$ cat src/rtl/decoder_3_8_strobe.sv
// Registered 3-to-8 decoder: each accepted code becomes one fixed-length
// one-hot strobe on Y, followed by a minimum idle gap.
module decoder_3_8_strobe #(
    parameter int PULSE_LEN = 4,
    parameter int GAP_LEN   = 2
) (
    input  logic       clk,
    input  logic       rst,
    input  logic       En,
    input  logic [2:0] A,
    input  logic       A_valid,
    output logic       A_ready,
    output logic [7:0] Y,
    output logic       busy,
    output logic       done
);

    typedef enum logic [1:0] {
        IDLE  = 2'd0,
        PULSE = 2'd1,
        GAP   = 2'd2
    } state_t;

    localparam logic [7:0] PULSE_LOAD = 8'(PULSE_LEN - 1);
    localparam logic [7:0] GAP_LOAD   = (GAP_LEN > 0) ? 8'(GAP_LEN - 1) : 8'd0;

    state_t     state_q, state_d;
    logic [7:0] cnt_q, cnt_d;
    logic [7:0] y_q, y_d;
    logic       busy_q, busy_d;
    logic       done_q, done_d;
    logic       accept;

    assign A_ready = En & (state_q == IDLE) & ~rst;
    assign accept  = A_valid & A_ready;

    always_comb begin
        state_d = state_q;
        cnt_d   = cnt_q;
        y_d     = y_q;
        busy_d  = busy_q;
        done_d  = 1'b0;
        case (state_q)
            IDLE: begin
                if (accept) begin
                    state_d = PULSE;
                    y_d     = 8'd1 << A;
                    cnt_d   = PULSE_LOAD;
                    busy_d  = 1'b1;
                end
            end
            PULSE: begin
                if (!En) begin
                    // Abort: drop the strobe silently, no completion pulse.
                    state_d = IDLE;
                    y_d     = 8'd0;
                    cnt_d   = 8'd0;
                    busy_d  = 1'b0;
                end else if (cnt_q != 8'd0) begin
                    cnt_d = cnt_q - 8'd1;
                end else begin
                    y_d    = 8'd0;
                    done_d = 1'b1;
                    if (GAP_LEN > 0) begin
                        state_d = GAP;
                        cnt_d   = GAP_LOAD;
                    end else begin
                        state_d = IDLE;
                        busy_d  = 1'b0;
                    end
                end
            end
            GAP: begin
                if (!En) begin
                    state_d = IDLE;
                    y_d     = 8'd0;
                    cnt_d   = 8'd0;
                    busy_d  = 1'b0;
                end else if (cnt_q != 8'd0) begin
                    cnt_d = cnt_q - 8'd1;
                end else begin
                    state_d = IDLE;
                    busy_d  = 1'b0;
                end
            end
            default: begin
                state_d = IDLE;
                y_d     = 8'd0;
                cnt_d   = 8'd0;
                busy_d  = 1'b0;
            end
        endcase
    end

    always_ff @(posedge clk) begin
        if (rst) begin
            state_q <= IDLE;
            cnt_q   <= 8'd0;
            y_q     <= 8'd0;
            busy_q  <= 1'b0;
            done_q  <= 1'b0;
        end else begin
            state_q <= state_d;
            cnt_q   <= cnt_d;
            y_q     <= y_d;
            busy_q  <= busy_d;
            done_q  <= done_d;
        end
    end

    assign Y    = y_q;
    assign busy = busy_q;
    assign done = done_q;

endmodule

$ cat config.mk
export PLATFORM = sky130hd
export DESIGN_NAME = decoder_3_8_strobe
export DESIGN_NICKNAME = d
export VERILOG_FILES = /design/src/rtl/decoder_3_8_strobe.sv
export SDC_FILE = /design/constraint.sdc
export NUM_CORES = 1
export LEC_CHECK = 0
export BUFFER_PORTS_ARGS = -buffer_cell sky130_fd_sc_hd__buf_2
export CAP_MARGIN = 5
export CORE_UTILIZATION = 50
export CTS_BUF_LIST = sky130_fd_sc_hd__clkbuf_16
export CTS_CLUSTER_SIZE = 24
export DETAILED_ROUTE_END_ITERATION = 10
export PLACE_DENSITY = 0.72
export SYNTH_ARGS = -nofsm -noshare
export SYNTH_HDL_FRONTEND = slang
export SYNTH_SLANG_ARGS = --single-unit
export TNS_END_PERCENT = 10
$ cat constraint.sdc
create_clock -name clk -period 3.5 [get_ports clk]
set_input_delay 0 -clock clk [delete_from_list [all_inputs] [get_ports clk]]
set_output_delay 0 -clock clk [all_outputs]
set_load 0.02 [all_outputs]
# Word-level counts from Yosys, hierarchy flattened
# Cells that the tools add are included.
[word_totals]
reg_bits = 20
input_bits = 7
output_inout_bits = 11
wordCells = 51
[classes]
n_addsub = 1
eq_ne = 8
shifts = 1
muxes = 23
bitwise = 6
reduce_logical = 7
[ops]
columns = ["cell", "count"]
rows = [
  ["$mux 8", 9],
  ["$pmux 8 s3", 2],
  ["$mux 2", 5],
  ["$ne 3x3->1 const B", 3],
  ["$reduce_and 3->1", 3],
  ["$reduce_bool 8->1", 1],
  ["$shl 1x3->8 const A", 1],
  ["$sub 8x1->8 const B", 1],
  ["$ne 2x2->1 const B", 3],
  ["$pmux 2 s3", 1],
  ["$mux 1", 5],
  ["$and 1x1->1", 3],
  ["$not 1->1", 3],
  ["$pmux 1 s3", 1],
  ["$reduce_or 3->1", 1],
  ["$eq 2x1->1 const B", 1],
  ["$eq 2x2->1 const B", 1],
  ["$logic_not 2->1", 1],
  ["$reduce_and 2->1", 1],
]

# Longest topological paths before layout
# Gate-level depths: netlist of run 1.
[logic_depth]
ltp_word = 6
ltp_mapped = 7
ltp_nobuf = 6

# Worst setup path after synthesis of run 1
# OpenSTA, ideal clock, no wires.
[synth_timing]
path_kind = "register to register"
startpoint = "register cnt_q[0]"
endpoint = "register y_q[2] (netlist: Y[2])"
setup_ns = 0.071
arrival_time_ns = 1.810
required_ns = 3.429
setup_slack_ns = 1.619
stages_incl_launch_ff = 8
n_path_buf = 1
period_less_slack_ns = 1.881
cell_sequence = "dfxtp_1 inv_1 ha_1 nor3b_1 a21boi_1 buf_2 or4_1 a21oi_1"
[synth_between]
elab_chain_cells = 3
[synth_rtl]
columns = ["item", "line_no", "source"]
rows = [
  ["start: declaration", "28", "logic [7:0] cnt_q, cnt_d;"],
  ["start signal: assignment", "104", "cnt_q <= cnt_d;"],
  ["$reduce_bool 8->1", "59", "end else if (cnt_q != 8'd0) begin"],
  ["$ne 3x3->1 (no source line)", "--", ""],
  ["$reduce_and 3->1 (no source line)", "--", ""],
  ["end signal: assignment", "105", "y_q <= y_d;"],
  ["end: declaration", "29", "logic [7:0] y_q, y_d;"],
]
# Every way passes these cells.
# A chain may end at the register's enable or synchronous reset.

# Worst setup path in the final report of run 1
# Ends and elaborated chain as after synthesis.

==> impl_results.md, run 1 <==
* Mapped Nets at 146
* Final Cycle Share at 0.624
* Share of cells above drive strength 1 at 0.180
* Total Die Area at 2430 um2
* Flop pwr share at 0.362
* Final WS setup at 1.31 ns
* Placer Congestion at 0.829
* Number of synthesized flops with an enable pin at 0
* # diodes at 0
* # DRC at 0
* Row count at 16
* Max-slew headroom at 0.324
* Met1 Wirelength at 1.19 mm
* Post-Route Setup TNS at 0 ns
* Synth Area in Simple Gates at 0.340
* FF-to-FF path depth at 6
* Root buf cell: clkbuf_16
* Count leader, synth: dfxtp_1
* Hold Crit Class: in -> reg
* Fmax at 458 MHz
* Synth area leaders: dfxtp_1, a21oi_1, or4_1, o21ai_0, nand2b_1
* Cell area after layout at 1310 um2
* Post-CTS sizing at 0
* Crit path DAT at 2.36 ns
* Top cells by count, synth: dfxtp_1, a21oi_1, or4_1
* Type of origin of the critical path: register
* Distinct cells, synth at 38
* Finished Core Util at 0.647
* CTS sink cnt at 20
* WL/cell at 14.2 um
* Die W at 49.2 um
* Leading area contributor after synthesis: dfxtp_1
* Pre-CTS WS at 1.33 ns
* R2r setup slk at 1.31 ns
* Register area at 400 um2
* CTS HTree Levels at 1
* Final hold violation count at 0
* Top layer in use: met4
* Static Leak at 0.516 nW
* Fin crit period at 2.19 ns
* CTS tree: done
* Xor/xnor share of the synthesized area at 0
* Worst-Margin Slew at 1.01 ns
* Hold slack at 0.0384 ns
* Synth Area in Adders at 0.0224
* Clk network pwr share at 0.442
* Netlist Area Pre-Place at 1120 um2
* Clock Latency Late Sink at 0.25 ns
* Total global-route track usage at 0.237
* Starting Density at 0.552
* Syn. warnings at 0
* Combinational share of power at 0.196
* Placed cell areas at 1200 um2
* RR Startpoint: cnt_q[0]
* Min-Delay Endpoint: state_q[0]
* Routed wl met3 at 89 um
* GR Overflow Total at 0
* Post-synthesis mux area share at 0.0101
* Asr flop ratio synth at 0
* Post-CTS Setup Bufs at 0
* Maximum VDD drop at 294 uV
* Max_cap viols at 0
* # fillers at 189
* Synth Area in Compound Gates at 0.221
* RSZ-0062 raised after global routing: false
* Nets at 160
* #FFs+latches synth at 20
* Register area share after synthesis at 0.359
* Port Buffers at 17
* Critical path type: reg -> reg
* Initial DRC Count at 21
* Clock transition at the registers of the reported paths at 0.06 ns
* Worst reg2reg endpoint: Y[2]
* Vias at 1,091
* Largest net degree at the start of global routing at 19
* Met2 routed WL at 1.19 mm
* Vias per cell at 6.16
* NetSw at 0.189 mW
* Worst-path fanout max at 13
* Largest family of logic cells by synthesized area: simple AND/OR/NAND/NOR gates
* Post-DP HPWL at 1.79 mm
* First-pass GRT wire length at 4.49 mm
* Outcome: completed
* Hold Buf Count CTS at 0
* Multi-input gate area at 662 um2
* First-pass iteration count of the detailed router at 4
* Die Y-Extent at 49.2 um
* Mean Syn Cell Area at 8.15 um2
* Setup violators final at 0
* Synth-to-Final Area Change at 17.3%
* Cells after Synth at 137
* Slew Viols, Final at 0
* Top_reg_cell synth: dfxtp_1
* CTS Buf Count at 3
* Routed Antenna Nets at 0
* Vias in the first global route at 991
* Worst setup EP type: register
* Clock Path Buffers at 2
* Final WL at 2.51 mm
* Critical path required time at 3.67 ns
* PwrDens at 545 nW/um2
* Switching share of total power at 0.265
* Int Power at 0.524 mW
* Area of the core at 2020 um2
* Hold Crit Start: A_valid
* IO Pins at 18
* Synth top area share at 0.359
* Final clock skew at 0.00416 ns
* Initial antenna violation count at 0
* Hold path cells at 3
[critical path: stages, from the launching register on]
cell and delay (ns):
dfxtp_1 0.34, inv_1 0.08, ha_1 0.15, nor3b_1 0.44, a21boi_1 0.34, or4_1 0.58, a21oi_1 0.18
[cell type report]
cell class              instances  area share
clock inverters                 1      0.0229
clock buffers                   3      0.0574
well taps                      27      0.0258
multi-input cells             103       0.506
inverters                       6      0.0172
repair buffers                 17      0.0650
flip-flops and latches         20       0.306
[how the worst max path moves through the flow]
stage,from,to,slack [ns]
after floorplan,cnt_q[0],Y[2],1.62
after global placement,state_q[1],Y[0],1.49
final,cnt_q[0],Y[2],1.31
after detailed placement,cnt_q[0],Y[2],1.33
after CTS,cnt_q[0],Y[2],1.31
after global routing,cnt_q[0],Y[2],1.08
[layer usage]
layer / GRT usage / vias up
li1: - / 549
met1: 0.305 / 515
met2: 0.393 / 22
met3: 0.0374 / 5
met4: 0.0931 / 0
met5: 0 / -
[sequential cells by signal, summed over array words and instances (netlist names)]
register  cells
cnt_q         8
Y             8
state_q       2
busy          1
done          1
[layout by cell type, fill, tap and decap left out, types with 2 or more instances in the layout]
master	n
nor2_1	6
clkbuf_16	3
o41ai_1	2
buf_2	17
nand2b_1	6
nor4_1	2
nor3_1	5
o21ai_0	10
inv_1	6
o31ai_1	4
nand2_1	5
or3b_2	2
nor2b_1	3
dfxtp_1	20
nand3_1	2
nand4b_1	2
or4_1	11
ha_1	2
or3_1	5
a211oi_1	2
a21oi_1	17
[power by group through the flow]
stage	Combinational [mW]	Sequential, mW	Clock (mW)
final	0.140	0.258	0.315
after global routing	0.157	0.262	0.329
after CTS	0.138	0.258	0.316
after detailed placement	0.137	0.262	0
after global placement	0.134	0.261	0
after floorplan	0.104	0.262	0
[through the flow]
| step | power (mW) | std cells |
|---|---|---|
| after floorplan | 0.366 | 137 |
| after global placement | 0.395 | 173 |
| after detailed placement | 0.400 | 173 |
| after CTS | 0.713 | 177 |
| after global routing | 0.748 | 177 |
| final | 0.713 | 177 |
[kinds of logic (layout without fill, tap and decap cells)]
group,count (synthesis),after routing
and+or+nand+nor,59,59
AOI/OAI and AO/OA,41,41
DFF,20,20
buffers and inverters,14,27
adders and majority gates,2,2
muxes,1,1
(Power assumes the default switching activity.)
==> run 2, diff against run 1 <==
Clock period 3.5 ns to 2.1 ns, I/O delays scaled along.
==> impl_results.md, run 2 (synthesized netlist as in run 1, its figures left out) <==
* Outcome: completed (unchanged)
* WL/cell at 13.6 um (was 14.2 um)
* Post-DP HPWL at 1.81 mm (was 1.79 mm)
* Critical path required time at 2.29 ns (was 3.67 ns)
* Hold Crit Start: A_valid (unchanged)
* GR Overflow Total at 0 (unchanged)
* Met2 routed WL at 1.16 mm (was 1.19 mm)
* Routed Antenna Nets at 0 (unchanged)
* Share of cells above drive strength 1 at 0.201 (was 0.180)
* Die W at 49.2 um (unchanged)
* Met1 Wirelength at 1.21 mm (was 1.19 mm)
* RSZ-0062 raised after global routing: false (unchanged)
* # fillers at 181 (was 189)
* RR Startpoint: cnt_q[3] (was cnt_q[0])
* Setup violators final at 0 (unchanged)
* CP max stage delay at 0.55 ns (was 0.58 ns)
* Initial DRC Count at 22 (was 21)
* First-pass iteration count of the detailed router at 4 (unchanged)
* Worst-path cell chain: or4_4 > or3_1 > or4_1 > a21oi_1 (was inv_1 > ha_1 > nor3b_1 > a21boi_1 > or4_1 > a21oi_1)
* Post-CTS Setup Bufs at 0 (unchanged)
* Worst-Margin Slew at 0.975 ns (was 1.01 ns)
* Final Cycle Share at 0.908 (was 0.624)
* Nets at 164 (was 160)
* Root buf cell: clkbuf_16 (unchanged)
* CTS sink cnt at 20 (unchanged)
* FF-to-FF path depth at 4 (was 6)
* Worst reg2reg endpoint: cnt_q[7] (was Y[2])
* End point of the critical path: cnt_q[7] (was Y[2])
* # diodes at 0 (unchanged)
* Vias per cell at 5.99 (was 6.16)
* Placed cell areas at 1230 um2 (was 1200 um2)
* Worst-path fanout max at 6 (was 13)
* Starting Density at 0.552 (unchanged)
* Placer Congestion at 0.819 (was 0.829)
* Cell area after layout at 1320 um2 (was 1310 um2)
* Crit path DAT at 2.09 ns (was 2.36 ns)
* Critical path origin: cnt_q[3] (was cnt_q[0])
* Logic depth of the worst path, buffers included at 4 (was 6)
* R2r setup slk at 0.19 ns (was 1.31 ns)
* Commonest non-fill, non-tap cell in the layout: dfxtp_1 (unchanged)
* Synth-to-Final Area Change at 18.0% (was 17.3%)
* Fmax at 524 MHz (was 458 MHz)
* Final WL at 2.47 mm (was 2.51 mm)
* Area of the core at 2020 um2 (unchanged)
* PwrDens at 817 nW/um2 (was 545 nW/um2)
* CP max-delay cell: or4_4 (was or4_1)
* Hold Buf Count CTS at 0 (unchanged)
* Vias in the first global route at 1,019 (was 991)
* Clock Latency Late Sink at 0.25 ns (about the same)
* Port Buffers at 17 (unchanged)
* Final clock skew at 0.00333 ns (was 0.00416 ns)
* Routed wl met3 at 51 um (was 89 um)
* Post-CTS sizing at 1 (was 0)
* CTS Buf Count at 3 (unchanged)
* Worst path bufs/invs at 0 (was 1)
* Slew Viols, Final at 0 (unchanged)
* Post-Route Setup TNS at 0 ns (unchanged)
* Clock Path Buffers at 2 (unchanged)
* Largest net degree at the start of global routing at 19 (unchanged)
* Total Die Area at 2430 um2 (unchanged)
* Max_cap viols at 0 (unchanged)
* Register area at 400 um2 (unchanged)
* Top layer in use: met4 (unchanged)
* IO Pins at 18 (unchanged)
* Multi-input gate area at 667 um2 (was 662 um2)
* Initial antenna violation count at 0 (unchanged)
* Critical path type: reg -> reg (unchanged)
* Die Y-Extent at 49.2 um (unchanged)
* Final hold violation count at 0 (unchanged)
* Most frequent cells in the layout: dfxtp_1, a21oi_1, buf_2, or4_1, o21ai_0 (unchanged)
* Fin crit period at 1.91 ns (was 2.19 ns)
* Total global-route track usage at 0.234 (was 0.237)
* Row count at 16 (unchanged)
* Max-slew headroom at 0.345 (was 0.324)
* Type of origin of the critical path: register (unchanged)
* Vias at 1,084 (was 1,091)
* # DRC at 0 (unchanged)
* Maximum VDD drop at 537 uV (was 294 uV)
* CTS HTree Levels at 1 (unchanged)
* First-pass GRT wire length at 4.38 mm (was 4.49 mm)
* CTS tree: done (unchanged)
* Static Leak at 0.527 nW (was 0.516 nW)
* Clock transition at the registers of the reported paths at 0.06 ns (about the same)
* Worst setup EP type: register (unchanged)
* Hold Crit Class: in -> reg (unchanged)
* Crit path max-delay family: simple AND/OR/NAND/NOR gates (unchanged)
==> run 2: cell count changes in the layout (fill, tap and decap cells not counted) <==
cell and change:
clkinv_1 +1, nor3b_2 +1, buf_4 +4, nor3b_1 -1, bufinv_16 -1
==> run 2: worst min-delay path by stage <==
stage / endpoint / depth (start not counted)
after floorplan: state_q[1] / 2
after global placement: state_q[0] / 3
after detailed placement: state_q[0] / 3
after CTS: state_q[0] / 3
after global routing: state_q[0] / 3
final: state_q[0] / 3
==> run 2: worst min-delay path: stages <==
cell and delay [ns]:
buf_2 0.11, nor2_1 0.08, a2111oi_0 0.06
==> run 2: layout make-up <==
cell class,count,share of cell area
timing repair buffer,21,0.0874
tap,27,0.0256
inverter,6,0.0171
clock inverter,1,0.00285
clock buffer,3,0.0570
multi-input combinational,103,0.506
sequential,20,0.304
==> run 2: where the power goes <==
| group | internal (mW) | total [mW] | switching, mW |
|---|---|---|---|
| logic | 0.105 | 0.255 | 0.150 |
| clock network | 0.254 | 0.396 | 0.142 |
| registers | 0.403 | 0.426 | 0.0229 |
==> run 2: stage by stage <==
step | util | hold slack, ns | worst slack [ns] | power (mW) | std cells
6_report | 0.652 | 0.0481 | 0.192 | 1.08 | 181
5_1_grt | 0.652 | 0.0665 | 0.0698 | 1.13 | 181
4_1_cts | 0.652 | 0.0486 | 0.193 | 1.08 | 181
3_5_place_dp | 0.610 | 0.317 | 0.0215 | 0.680 | 177
3_3_place_gp | 0.610 | 0.303 | 0.165 | 0.672 | 177
2_1_floorplan | - | 0.154 | 0.219 | 0.610 | 137
==> run 2: metal layers <==
layer	global-route usage	vias to the layer above
li1	-	558
met1	0.287	507
met2	0.370	14
met3	0.0498	5
met4	0.142	0
met5	0	-
